**config.mk**
```make
export PLATFORM = sky130hd
export DESIGN_NAME = not8_arbiter
export DESIGN_NICKNAME = d
export VERILOG_FILES = /design/src/rtl/not8_arbiter.sv
export SDC_FILE = /design/constraint.sdc
export NUM_CORES = 1
export LEC_CHECK = 0
export ABC_AREA = 1
export BUFFER_PORTS_ARGS = -buffer_cell sky130_fd_sc_hd__buf_2
export CORE_AREA = 2 2 62 64
export DETAILED_ROUTE_END_ITERATION = 10
export DIE_AREA = 0 0 64 66
export PLACE_DENSITY = 0.77
export SKIP_LAST_GASP = 1
export SYNTH_ARGS = -nofsm -noshare
export SYNTH_HDL_FRONTEND = slang
export SYNTH_SLANG_ARGS = --single-unit
```
**constraint.sdc**
```tcl
create_clock -name clk -period 3.01 [get_ports clk]
set_input_delay 0.602 -clock clk [delete_from_list [all_inputs] [get_ports clk]]
set_output_delay 0.602 -clock clk [all_outputs]
set_load 0.005 [all_outputs]
```
**src/rtl/not8_arbiter.sv**
```systemverilog
// Round-robin arbiter that shares one 8-bit inverter between four requesters.
// Returns the winner's inverted operand and its ID over a valid/ready output.
module not8bit (
  input  logic [7:0] a_i,
  output logic [7:0] y_o
);
  assign y_o = ~a_i;
endmodule

module not8_arbiter #(
  parameter int WIDTH   = 8,
  parameter int NUM_REQ = 4
) (
  input  logic                     clk,
  input  logic                     rst_n,
  input  logic [NUM_REQ-1:0]       req,
  input  logic [NUM_REQ*WIDTH-1:0] din,
  input  logic                     out_ready,
  output logic [NUM_REQ-1:0]       gnt,
  output logic                     out_valid,
  output logic [1:0]               out_id,
  output logic [WIDTH-1:0]         result,
  output logic                     busy,
  output logic [1:0]               dbg_state_o
);

  typedef enum logic [1:0] {
    IDLE = 2'b00,
    EXEC = 2'b01,
    RESP = 2'b10
  } state_e;

  state_e             state_q, state_d;
  logic [NUM_REQ-1:0] gnt_q, gnt_d;
  logic               out_valid_q, out_valid_d;
  logic [1:0]         out_id_q, out_id_d;
  logic [WIDTH-1:0]   result_q, result_d;
  logic [WIDTH-1:0]   operand_q, operand_d;
  logic [1:0]         ptr_q, ptr_d;

  logic               win_found;
  logic [1:0]         win_id;
  logic [1:0]         cand_idx;
  logic [WIDTH-1:0]   inv_y;

  not8bit u_not8bit (
    .a_i (operand_q),
    .y_o (inv_y)
  );

  // Scan ptr+1, ptr+2, ptr+3, ptr; first requester found wins.
  always_comb begin
    win_found = 1'b0;
    win_id    = 2'd0;
    cand_idx  = 2'd0;
    for (int k = 1; k <= NUM_REQ; k++) begin
      cand_idx = ptr_q + 2'(k);
      if (!win_found && req[cand_idx]) begin
        win_found = 1'b1;
        win_id    = cand_idx;
      end
    end
  end

  // Output handshake: a result transfers on a rising edge where out_valid and
  // out_ready are both high; until then result, out_id and gnt stay frozen.
  always_comb begin
    state_d     = state_q;
    gnt_d       = gnt_q;
    out_valid_d = out_valid_q;
    out_id_d    = out_id_q;
    result_d    = result_q;
    operand_d   = operand_q;
    ptr_d       = ptr_q;
    case (state_q)
      IDLE: begin
        if (win_found) begin
          gnt_d     = NUM_REQ'(1) << win_id;
          operand_d = din[win_id*WIDTH +: WIDTH];
          out_id_d  = win_id;
          state_d   = EXEC;
        end
      end
      EXEC: begin
        result_d    = inv_y;
        out_valid_d = 1'b1;
        state_d     = RESP;
      end
      RESP: begin
        if (out_ready) begin
          out_valid_d = 1'b0;
          gnt_d       = '0;
          ptr_d       = out_id_q;
          state_d     = IDLE;
        end
      end
      default: begin
        out_valid_d = 1'b0;
        gnt_d       = '0;
        state_d     = IDLE;
      end
    endcase
  end

  always_ff @(posedge clk or negedge rst_n) begin
    if (!rst_n) begin
      state_q     <= IDLE;
      gnt_q       <= '0;
      out_valid_q <= 1'b0;
      out_id_q    <= 2'd0;
      result_q    <= '0;
      operand_q   <= '0;
      ptr_q       <= 2'd3;
    end else begin
      state_q     <= state_d;
      gnt_q       <= gnt_d;
      out_valid_q <= out_valid_d;
      out_id_q    <= out_id_d;
      result_q    <= result_d;
      operand_q   <= operand_d;
      ptr_q       <= ptr_d;
    end
  end

  assign gnt         = gnt_q;
  assign out_valid   = out_valid_q;
  assign out_id      = out_id_q;
  assign result      = result_q;
  assign busy        = (state_q != IDLE);
  assign dbg_state_o = state_q;

endmodule

```
* After elaboration in Yosys (flattened, before gate mapping)
Cells that the tools add are included.
** Operators by class
- Equal/unequal tests :: 4
- Shift-type cells :: 2
- Muxes and demuxes :: 24
- Add/sub/neg operators :: 3
- Magnitude comparators :: 4
- Reductions and logical operators :: 13
- Bitwise gates (word level) :: 3
** Operators with widths (count)
- $shiftx 32x6->8 :: 1
- $lt 2x3->1 const B :: 4
- $mux 2 :: 6
- $pmux 4 s3 :: 1
- $mux 1 :: 9
- $bmux 1 s2 :: 4
- $mux 4 :: 2
- $not 8->8 :: 1
- $reduce_and 2->1 :: 4
- $pmux 2 s3 :: 1
- $add 2x2->2 const B :: 2
- $ne 2x2->1 const B :: 2
- $shl 1x2->4 const A :: 1
- $logic_and 1x1->1 :: 3
- $logic_not 1->1 :: 3
- $pmux 1 s3 :: 1
- $reduce_and 3->1 :: 1
- $add 2x1->2 const B :: 1
- $eq 2x1->1 const B :: 1
- $eq 2x2->1 const B :: 1
- $logic_not 2->1 :: 1
- $not 1->1 :: 2
- $reduce_bool 2->1 :: 1
** Word-level totals
- Word-level logic and storage cells :: 60
- Register bits after elaboration :: 27

* Logic depth before layout (Yosys ltp)
- Depth after elaboration :: 16
- Depth in mapped cells :: 18

* By module
From an unflattened synthesis, not the netlist that was laid out.
** Unflattened totals
- Cell total of the unflattened synthesis :: 231
- Area, all modules :: 1684.1 um2
** Modules (own cells, without submodules)
- not8_arbiter :: instances 1, cells each 223, sequential area each 678.2 um2, area each 1654.1 um2
- not8bit :: instances 1, cells each 8, sequential area each 0.0 um2, area each 30.0 um2

* Worst setup path before layout
Ideal clock, no wire load.
- Kind :: register to register
- Start :: register ptr_q[0]
- End :: register operand_q[0]
- Stages on the path, launching flop included :: 16
- Period minus slack after synthesis :: 1827 ps
- Setup time :: 117 ps
- Arrival time :: 1710 ps
- Path slack :: 1183 ps
- Cells stage by stage :: dfstp_2 -> buf_6 -> inv_8 -> nand2_1 -> nand3_1 -> nand2_2 -> nor2_8 -> nand3_1 -> nand2_1 -> a21oi_4 -> inv_2 -> buf_6 -> nand2_1 -> nand2_1 -> nand2_1 -> nand2_1
** On the way
- Cells in the longest elaborated chain, start to end :: 14
** RTL lines
- start, declared :: line 39 : logic [1:0] ptr_q, ptr_d;
- start signal, assigned :: line 121 : ptr_q <= ptr_d;
- $add 2x1->2 :: line 57 : cand_idx = ptr_q + 2'(k);
- $bmux 1 s2 :: line 58 : if (!win_found && req[cand_idx]) begin
- $mux 1 (implied by the code) :: line 58
- $mux 1 :: line 58
- $logic_not 1->1 :: line 58
- $logic_and 1x1->1 :: line 58
- $mux 1 :: line 58
- $logic_not 1->1 :: line 58
- $logic_and 1x1->1 :: line 58
- $mux 1 :: line 58
- $logic_not 1->1 :: line 58
- $logic_and 1x1->1 :: line 58
- $mux 2 / $mux 1 (equally long branches) :: line 58
- $shiftx 32x6->8 / $reduce_and 2->1 (equally long branches)
- end signal, assigned :: line 120 : operand_q <= operand_d;
- end, declared :: line 38 : logic [WIDTH-1:0] operand_q, operand_d;
Parallel ways exist; a longest one is shown, timed or not. The select of a mux whose other input is x is not followed.
A chain may end at the register's enable or synchronous reset.

* Worst setup path in the final report
- Start :: register ptr_q[1]
- End :: register operand_q[4]
Same word-level chain as after synthesis.

==> results.yml <==
synth:
  synth_top_area_cell: "dfrtp_1"
  yosysWarnings: 0
  synth_cells: 235
  synthXorXnorAreaFrac: 0
  synthesis.area_um2: 1720
  synth_compound_area_frac: 0.0802
  ys_ff_latch: 27
  synthAdderAreaFrac: 0
  synth_top_cell_area_share: 0.364
  synth_cell_types: 28
  yosysSeqAreaShare: 0.395
  syn-num-nets: 274
  syn_avg_cell_area_um2: 7.30
  synth-simple-area-share: 0.441
  yosys-top-cells-area: "dfrtp_1 (36%), nand2_1 (25%), nand2_2 (6.9%)"
  synth_mux_area_frac: 0
  synth_top_family_by_area: "simple AND/OR/NAND/NOR gates"
sta:
  fin_ws_ns: 0.839
  skew_ns: 0.00163
  rsz0062_at_grt: "false"
  relSlewSlack: 0.615
  fmax_ghz: 0.461
  finalCriticalPeriod_ns: 2.17
  min_period_over_period: 0.721
  setup_viol: 0
  hold_viol_final: 0
  final.setup.tns_ns: 0
  finalMaxSlewViolations: 0
  tightest_slew_ns: 0.577
global_routing:
  grt_overflow: 0
  grt_pass1_vias: 1306
  grt_max_degree: 28
  grt_antenna_before_repair: 0
  grt_pass1_wl_mm: 5.72
  grt_usage: 0.171
clocking:
  clk_pin_slew_ns: 0.13
  cts_root_buffer: "clkbuf_4"
  ctsResizeCount: 0
  clock_path_buffers: 2
  clkSinkCount: 27
  cts_setup_buffers: 0
  cts_tree: "yes"
  cts_buffers: 3
  h-tree-depth: 1
  insertion_delay_ns: 0.31
  hold_buffers: 0
routing:
  wire_per_inst_um: 10.5
  first_pass_iters: 4
  drt_iter0_markers: 54
  num_vias: 1584
  wirelength_mm: 3.51
  post-route-drc-count: 0
  ant_nets: 0
  vias_per_cell: 4.76
finish:
  seq_area_um2: 678
  insertedDiodeCount: 0
  drive_gt1_frac: 0.340
  areaGrowthSynthToFinish_pct: 16.3
  nNetsFinal: 325
  final_common_cell: "nand2_1"
  layout_common_cells: "nand2_1 (115), buf_2 (56), dfrtp_1 (25)"
  nFillCells: 359
  multi_input_area_um2: 895
floorplanning:
  die_h_um: 66
  dieArea_um2: 4220
  core_region_area_um2: 3550
  rows: 22
  initial_utilization: 0.483
  pin_count: 57
  die_x_um: 64
setup_path:
  crit_required_ns: 3.22
  cp.arrival_ns: 2.39
  crit_fanout: 20
  critical_path_class: "flop to flop"
  worstSetupEndpointType: "flop"
  crit_path_start_kind: "flop"
placement:
  io_buffers: 56
  gp_congestion: 0.760
  pre_cts_ws_ns: 0.836
  hpwl_mm: 2.74
power:
  vdd_drop_max_mv: 0.693
  power.density_nw_per_um2: 1260
  p_leak_nw: 1.14
  total_power_mw: 2.52
hold_path:
  hold_path_class: "input pin to async pin"
status:
  outcome: "finished, final reports clean"
run:
  drv_cap: 0
-- Yosys cell counts (all sizes together) --
cell and count:
dfstp 2, inv 13, nand2 137, or2 1, o31ai 2, nand3 21
buf 8, clkbuf 2, dfrtp 25, nor2 4, o21bai 1, nand3b 1
o21ai 15, a21oi 3
-- power by group --
part,internal [mW],switching [mW],total [mW]
logic,0.585,1.12,1.71
clock network,0.0518,0.0960,0.148
registers,0.549,0.120,0.669
total,1.19,1.34,2.52
-- kinds of logic (layout without fill, tap and decap cells) --
kind of cell	after synthesis	after routing
flip-flops	27	27
AO/OA/AOI/OAI	21	21
AND/OR/NAND/NOR	164	164
buffers and inverters	23	73
-- stage by stage --
step,instances,hold WS [ns],utilization,instance area [um^2]
floorplan,235,0.306,-,1720
global placement,329,0.445,0.555,1970
detailed placement,329,0.453,0.555,1970
CTS,333,0.270,0.562,2000
global route,333,0.295,0.562,2000
finish,333,0.265,0.562,2000
-- final cells by class --
class	count	share of cell area
Clock buffer	4	0.0132
Multi-Input combinational cell	185	0.448
Tap cell	48	0.0301
Sequential cell	27	0.340
Timing Repair Buffer	56	0.140
Inverter	13	0.0282
-- flip-flops by register name, summed over array words and instances (netlist names) --
register,count
result,8
gnt,4
out_id,2
out_valid,1
ptr_q,2
operand_q,8
dbg_state_o,2
-- per-layer routing --
metal / wire [um] / track usage / part of all wire
met2: 1550 / 0.267 / 0.44
met4: 49 / 0.0652 / 0.014
met5: 0 / 0 / 0
met3: 198 / 0.0136 / 0.056
met1: 1710 / 0.247 / 0.49
-- worst paths after layout --
| path | startpoint | end | slack [ns] | depth (start not counted) |
|---|---|---|---|---|
| hold reg to reg | operand_q[2]$_DFFE_PN0P_ | result[2]$_DFFE_PN0P_ | 0.47 | 1 |
| setup / recovery | ptr_q[1]$_DFFE_PN1P_ | operand_q[4]$_DFFE_PN0P_ | 0.84 | 15 |
| max in group asynchronous | rst_n | result[5]$_DFFE_PN0P_ | 2.37 | 1 |
| setup reg to reg | ptr_q[1]$_DFFE_PN1P_ | operand_q[4]$_DFFE_PN0P_ | 0.84 | 15 |
| hold / removal | rst_n | out_id[0]$_DFFE_PN0P_ | 0.26 | 1 |
| min in group clk | operand_q[2]$_DFFE_PN0P_ | result[2]$_DFFE_PN0P_ | 0.47 | 1 |
-- critical path: stages (launching register included) --
cell and delay [ns]:
dfstp_2 0.69, inv_2 0.09, nand2_2 0.07, nand2_2 0.07, nand2_2 0.08, nand2_4 0.07
inv_2 0.05, nand2_2 0.07, nand2_2 0.26, nand2_4 0.22, nand2_1 0.11, nand2_1 0.05
nand2_1 0.05, nand2_1 0.06, nand2_1 0.06, nand2_1 0.06
Power figures use the tool's default switching activity.
